[src/rtl/packed_align_shifter_pipe.sv]
// Pipelined right-shift aligner: one wide lane or N_LANES packed sub-lanes, per-lane sticky.
// Optional SHIFTER_PERF_CNT_EN adds a saturating count of sticky results (perf_sticky_cnt).
module packed_align_shifter_pipe #(
  parameter int LANE_W      = 13,
  parameter int N_LANES     = 2,
  parameter int SH_W        = 4,
  parameter int PIPE_STAGES = 2,
  parameter int TAG_W       = 4
) (
  input  logic                      clk,
  input  logic                      rst,
  input  logic                      in_valid,
  output logic                      in_ready,
  input  logic                      in_fmt,
  input  logic [N_LANES*LANE_W-1:0] in_data,
  input  logic [N_LANES*SH_W-1:0]   in_shamt,
  input  logic [TAG_W-1:0]          in_tag,
  output logic                      out_valid,
  input  logic                      out_ready,
  output logic [N_LANES*LANE_W-1:0] out_data,
  output logic [N_LANES-1:0]        out_sticky,
  output logic                      out_fmt,
  output logic [TAG_W-1:0]          out_tag
`ifdef SHIFTER_PERF_CNT_EN
  ,
  output logic [15:0]               perf_sticky_cnt
`endif
);

  localparam int TW    = N_LANES * LANE_W;
  localparam int WSH_W = $clog2(TW) + 1;
  localparam int SHT_W = N_LANES * SH_W;
  localparam int NSTEP = (WSH_W > SH_W) ? WSH_W : SH_W;
  localparam int BASE  = NSTEP / PIPE_STAGES;
  localparam int REM   = NSTEP % PIPE_STAGES;
  localparam logic [TW-1:0]     ONES_TW = {TW{1'b1}};
  localparam logic [LANE_W-1:0] ONES_L  = {LANE_W{1'b1}};

  // First shift step handled by stage s; earlier stages absorb the remainder.
  function automatic int stage_lo(input int s);
    return s * BASE + ((s < REM) ? s : REM);
  endfunction

  // Apply shift steps [lo, hi) and fold the lost bits into the sticky vector.
  function automatic logic [N_LANES+TW-1:0] f_shift(
    input logic [TW-1:0]      d,
    input logic [N_LANES-1:0] st,
    input logic               fmt,
    input logic [SHT_W-1:0]   sh,
    input int                 lo,
    input int                 hi
  );
    logic [TW-1:0]      v_d;
    logic [N_LANES-1:0] v_st;
    logic [LANE_W-1:0]  v_lane;
    logic [NSTEP-1:0]   v_wx;
    logic [NSTEP-1:0]   v_lx;
    v_d    = d;
    v_st   = st;
    v_lane = '0;
    v_wx   = NSTEP'(sh[WSH_W-1:0]);
    v_lx   = '0;
    for (int k = 0; k < NSTEP; k++) begin
      if (k >= lo && k < hi) begin
        if (!fmt) begin
          if (v_wx[k]) begin
            v_st[0] = v_st[0] | (|(v_d & ~(ONES_TW << (1 << k))));
            v_d     = v_d >> (1 << k);
          end
        end else begin
          for (int i = 0; i < N_LANES; i++) begin
            v_lx = NSTEP'(sh[i*SH_W +: SH_W]);
            if (v_lx[k]) begin
              v_lane  = v_d[i*LANE_W +: LANE_W];
              v_st[i] = v_st[i] | (|(v_lane & ~(ONES_L << (1 << k))));
              v_d[i*LANE_W +: LANE_W] = v_lane >> (1 << k);
            end
          end
        end
      end
    end
    return {v_st, v_d};
  endfunction

  logic [PIPE_STAGES-1:0] r_valid;
  logic [TW-1:0]          r_data   [PIPE_STAGES];
  logic [N_LANES-1:0]     r_sticky [PIPE_STAGES];
  logic                   r_fmt    [PIPE_STAGES];
  logic [SHT_W-1:0]       r_shamt  [PIPE_STAGES];
  logic [TAG_W-1:0]       r_tag    [PIPE_STAGES];

  logic [PIPE_STAGES-1:0] w_load;
  logic [N_LANES+TW-1:0]  w_nxt [PIPE_STAGES];

  // Load enables ripple back from out_ready; no skid buffering.
  always_comb begin
    logic v_l;
    w_load = '0;
    v_l = !r_valid[PIPE_STAGES-1] || out_ready;
    w_load[PIPE_STAGES-1] = v_l;
    for (int s = PIPE_STAGES - 2; s >= 0; s--) begin
      v_l = !r_valid[s] || v_l;
      w_load[s] = v_l;
    end
  end

  always_comb begin
    for (int s = 0; s < PIPE_STAGES; s++) w_nxt[s] = '0;
    w_nxt[0] = f_shift(in_data, '0, in_fmt, in_shamt, stage_lo(0), stage_lo(1));
    for (int s = 1; s < PIPE_STAGES; s++) begin
      w_nxt[s] = f_shift(r_data[s-1], r_sticky[s-1], r_fmt[s-1], r_shamt[s-1],
                         stage_lo(s), stage_lo(s + 1));
    end
  end

  always_ff @(posedge clk) begin
    if (rst) begin
      r_valid <= '0;
      for (int s = 0; s < PIPE_STAGES; s++) begin
        r_data[s]   <= '0;
        r_sticky[s] <= '0;
        r_fmt[s]    <= 1'b0;
        r_shamt[s]  <= '0;
        r_tag[s]    <= '0;
      end
    end else begin
      if (w_load[0]) begin
        r_valid[0] <= in_valid;
        if (in_valid) begin
          r_data[0]   <= w_nxt[0][TW-1:0];
          r_sticky[0] <= w_nxt[0][TW +: N_LANES];
          r_fmt[0]    <= in_fmt;
          r_shamt[0]  <= in_shamt;
          r_tag[0]    <= in_tag;
        end
      end
      for (int s = 1; s < PIPE_STAGES; s++) begin
        if (w_load[s]) begin
          r_valid[s] <= r_valid[s-1];
          if (r_valid[s-1]) begin
            r_data[s]   <= w_nxt[s][TW-1:0];
            r_sticky[s] <= w_nxt[s][TW +: N_LANES];
            r_fmt[s]    <= r_fmt[s-1];
            r_shamt[s]  <= r_shamt[s-1];
            r_tag[s]    <= r_tag[s-1];
          end
        end
      end
    end
  end

  assign in_ready   = w_load[0];
  assign out_valid  = r_valid[PIPE_STAGES-1];
  assign out_data   = r_data[PIPE_STAGES-1];
  assign out_sticky = r_sticky[PIPE_STAGES-1];
  assign out_fmt    = r_fmt[PIPE_STAGES-1];
  assign out_tag    = r_tag[PIPE_STAGES-1];

`ifdef SHIFTER_PERF_CNT_EN
  logic [15:0] r_perf_cnt;

  always_ff @(posedge clk) begin
    if (rst) begin
      r_perf_cnt <= '0;
    end else if (out_valid && out_ready && (|out_sticky) && (r_perf_cnt != 16'hFFFF)) begin
      r_perf_cnt <= r_perf_cnt + 16'd1;
    end
  end

  assign perf_sticky_cnt = r_perf_cnt;
`else
  // No sticky-result counter in this build.
`endif

endmodule

[config.mk]
export PLATFORM = sky130hd
export DESIGN_NAME = packed_align_shifter_pipe
export DESIGN_NICKNAME = d
export VERILOG_FILES = /design/src/rtl/packed_align_shifter_pipe.sv
export SDC_FILE = /design/constraint.sdc
export NUM_CORES = 1
export LEC_CHECK = 0
export CAP_MARGIN = 20
export CORE_ASPECT_RATIO = 1.5
export CORE_UTILIZATION = 58
export DETAILED_ROUTE_END_ITERATION = 10
export GPL_TIMING_DRIVEN = 0
export PLACE_DENSITY = 0.86
export SETUP_SLACK_MARGIN = 0.02
export SLEW_MARGIN = 40
export SYNTH_ARGS = -nofsm -noshare
export SYNTH_HDL_FRONTEND = slang
export SYNTH_SLANG_ARGS = --single-unit
[constraint.sdc]
create_clock -name clk -period 6.4 [get_ports clk]
set_clock_uncertainty 0.05 [all_clocks]
set_input_delay 1.28 -clock clk [delete_from_list [all_inputs] [get_ports clk]]
set_output_delay 1.28 -clock clk [all_outputs]
set_load 0.005 [all_outputs]
# Yosys cells after proc, flatten, opt, wreduce, memory -nomap -nowiden
# Memories as Yosys holds them, arrays and structs flattened.
# Cells that the tools add are included.
# classes
n_bitwise,18
magnitude_cmp,0
n_div,0
multipliers,0
shift,0
mux,56
n_reduce_logical,12
add_sub_neg,0
eq_ne,0
# ops
op,count
$mux W26,14
$mux W13,8
$mux W1,28
$reduce_or A26 Y1,1
$or A1 B1 Y1,18
$mux W8,2
$reduce_or A16 Y1,1
$reduce_or A8 Y1,2
$mux W4,2
$reduce_or A4 Y1,2
$mux W2,2
$reduce_or A2 Y1,2
$logic_not A1 Y1,2
$logic_or A1 B1 Y1,2
# totals
input_bits,43
word_cells,93
mem_bits_rw,82
latch_bits,0
rom_bits,0
out_inout_bits,35
ff_bits,2
n_memories,5
# memory_table
memory,depth,width,rd,rd_clocked_by_memory_dff,wr,line_no,text
r_data,2,26,2,0,2,86,logic [TW-1:0] r_data [PIPE_STAGES];
r_shamt,2,8,1,0,2,89,logic [SHT_W-1:0] r_shamt [PIPE_STAGES];
r_tag,2,4,2,0,2,90,logic [TAG_W-1:0] r_tag [PIPE_STAGES];
r_sticky,2,2,2,0,2,87,logic [N_LANES-1:0] r_sticky [PIPE_STAGES];
r_fmt,2,1,2,0,2,88,logic r_fmt [PIPE_STAGES];

# Longest topological paths before layout
# depth
word_depth,10
depth_mapped,8
ltp_nobuf,6

# Worst setup path before layout
# OpenSTA, ideal clock, no wires.
# synth_path
path_type,input port to flip-flop
start,in out_ready
end,"mem r_data[0][26] (netlist bit), enable pin"
setup_time_ns,0.430
required_time_ns,5.920
arrival_time_ns,2.891
path_buffers,0
path_stages,2
path_slack_ns,3.028
cell_sequence,nor2b_1 o21bai_1
# synth_lines
item,line_no,text
start: declaration,19,"input logic out_ready,"
end: declaration,86,

# Final worst setup path
# layout_path
start,in out_ready
end,out in_ready
# layout_between
elab_chain_len,2
# layout_lines
item,line_no,text
$logic_or A1 B1 Y1,99,v_l = !r_valid[PIPE_STAGES-1] || out_ready;
$logic_or A1 B1 Y1,102,v_l = !r_valid[s] || v_l;
end: declaration,13,"output logic in_ready,"
# No other way between the ends.

==> flow_metrics.tcl <==
set metrics [dict create \
    status "completed" \
    drt_wl_total_um 10900 \
    ir_drop_v 0.000134 \
    power_frac_comb_pct 20.4 \
    required_ns 5.07 \
    drt.antenna.violating_nets 0 \
    hold_buffers 0 \
    worstMarginPinSlew_ns 0.640 \
    crit_path_start_kind "primary input" \
    seq_area_frac_synth_pct 47.4 \
    design_area_um2 5720 \
    maxCapViolCount 0 \
    setup_violations 0 \
    min_path_type "reg2reg" \
    grt_first_pass_wirelength_um 16600 \
    netlist_area_um2 4520 \
    clockPowerShare_pct 36.7 \
    slowest_delay_ns 0.53 \
    gp_congestion 0.970 \
    hold_viol 0 \
    post_dp_cell_area_um2 5410 \
    final.period_utilization_pct 62.0 \
    drc 0 \
    critPathSlowestCell "clkdlybuf4s50_1" \
    critPathTopFamily "buffers and inverters" \
    grt_max_degree 38 \
    die_area_um2 8160 \
    synth-main-ff-cell "edfxtp_1" \
    ff2ff_path_depth 7 \
    cp_common_cell "clkdlybuf4s50_1" \
    maxSlewHeadroom_pct 57.0 \
    p_switching_mw 0.340 \
    switching_share_pct 24.5 \
    grt_overflow 0 \
    synth-edff-count 70 \
    row_count 39 \
    ys_ff_latch 72 \
    ctsHtreeMaxLevel 3 \
    crit_cells 4 \
    synth_fp_nets 459 \
    cts_buffers 9 \
    ios 78 \
    p_leak_nw 2.22 \
    finalCriticalPeriod_ns 3.97 \
    critPathBufInv 3 \
    finalSetupTns_ns 0 \
    first_pass_iters 5 \
    drt_iter0_markers 261 \
    clock_latency_ns 0.33 \
    cts_tree "built" \
    critPathMaxFanout 4 \
    dieWidth_um 74.1 \
    cellPowerDensity_nw_per_um2 243 \
    dr_total_vias 3574 \
    diodes 0 \
    endpoint_kind "primary output" \
    port_buffers 73 \
    arrival_ns 2.64 \
    fin_nets 544 \
    critPathKind "in2out" \
    cts_setup_buffers 0 \
    netlist_instances 416 \
    reg2reg_setup_slack_ns 3.68 \
    seq_power_share_pct 43.0 \
    dp_hpwl_um 8350 \
    cts.sinks 72 \
    p_int_mw 1.05 \
    async_flop_share_pct 0 \
    avgSynthCellArea_um2 10.9 \
    hold_depth 1 \
    clk_pin_slew_worst_paths_ns 0.05 \
    coreArea_um2 7560 \
    grt_util_all_layers_pct 28.5 \
    rsz0062_at_grt "no" \
    fp.dieH_um 110 \
    viasPerCell 5.89 \
    antenna_found_initial 0 \
    clock_path_buffers 2 \
    postCtsResizedCells 0 \
    clockRootBuffer "clkbuf_16" \
    area_growth_pct 26.4 \
    grt_pass1_vias 3434 \
    final_max_slew_viol_count 0 \
    path_cells "clkdlybuf4s50_1, and3b_1, inv_1, clkdlybuf4s50_1" \
    drive_gt1_share_pct 15.2 \
    ys_types 50 \
    initial_core_util_pct 59.8 \
    fmax_mhz 252 \
    avgRoutedWirePerCell_um 17.9 \
    synth_warnings 0 \
]
[final cells by class]
class                   instances  area [µm²]
well taps                     102         128
flip-flops and latches         72        2140
clock inverters                 5        72.6
fillers                       494        1850
plain buffers                  56         368
clock buffers                  10         229
inverters                       7        26.3
multi-input cells             281        2000
repair buffers                 74         746
[worst paths after layout]
kind                               startpoint             end
worst min register to register    r_tag[0][0]     r_tag[0][4]
worst max-delay path                out_ready        in_ready
worst max register to register  r_shamt[0][4]  r_sticky[0][2]
worst min-delay path              r_tag[0][0]     r_tag[0][4]
[state kept, by name (all words and copies together) (netlist names)]
signal    count
r_tag         8
r_shamt       4
r_fmt         2
r_valid       2
r_data       52
r_sticky      4
[power groups by stage]
stage	sequential (mW)	combinational (mW)	clock (mW)
final	0.595	0.282	0.508
after CTS	0.595	0.280	0.510
after detailed placement	0.604	0.279	0
after global placement	0.604	0.271	0
after floorplan	0.589	0.177	0
after global routing	0.599	0.307	0.528
[cells in the final DEF (no fill, tap or decap), types with 3 or more instances in the layout]
master            n
nor2_1           45
inv_1             7
buf_4            34
a211oi_1          7
or3_1             4
a21oi_1          26
mux4_2           13
a2bb2oi_1         4
clkbuf_16         9
o41ai_1           3
nand2b_1          5
a22oi_1          11
nor4_1            7
edfxtp_1         70
nand2_1          36
mux2i_1          37
clkbuf_1         10
o21ai_0           5
a21o_1            3
buf_2             9
o22ai_1           3
clkdlybuf4s50_1  73
a31oi_1           5
nor3_1            6
and2_1           22
nor2b_1          11
[logic make-up (layout without fill, tap and decap cells)]
group                  count (synthesis)  in the layout  share of synthesized area [%]
AO/OA/AOI/OAI                         80             80                           11.8
buffers and inverters                 63            152                           8.72
flip-flops                            72             72                           47.4
multiplexers                          53             53                           16.0
AND/OR/NAND/NOR                      148            148                           16.1
[per-layer routing]
| layer | vias to the layer above | track usage [%] | share of wire (%) |
|---|---|---|---|
| li1 | 1699 | - | - |
| met1 | 1689 | 28.2 | 35 |
| met2 | 155 | 52.0 | 55 |
| met3 | 31 | 5.73 | 5.0 |
| met4 | 0 | 19.6 | 4.5 |
| met5 | - | 0 | 0 |
[Yosys cell counts (7+ instances only)]
library cell  instances  area (µm²)
nand2_1              36         135
mux4_2               13         293
nor4_1                7        43.8
and2_1               22         138
buf_2                 9        45.0
a21oi_1              26         130
clkbuf_1              9        33.8
buf_4                34         255
edfxtp_1             70        2100
nor2b_1              11        68.8
a211oi_1              7        52.6
nor2_1               45         169
mux2i_1              37         370
inv_1                 7        26.3
a22oi_1              11        82.6
[stage by stage]
step / total power [mW] / hold slack, ns / util [%] / cells / setup slack [ns]
finish: 1.39 / 0.474 / 75.6 / 607 / 2.43
global route: 1.43 / 0.499 / 75.6 / 607 / 2.42
CTS: 1.38 / 0.462 / 75.5 / 607 / 2.48
detailed placement: 0.883 / 0.453 / 71.5 / 592 / 2.49
global placement: 0.875 / 0.443 / 71.1 / 591 / 2.10
floorplan: 0.766 / 0.428 / - / 416 / 3.03
Power figures use the tool's default switching activity.
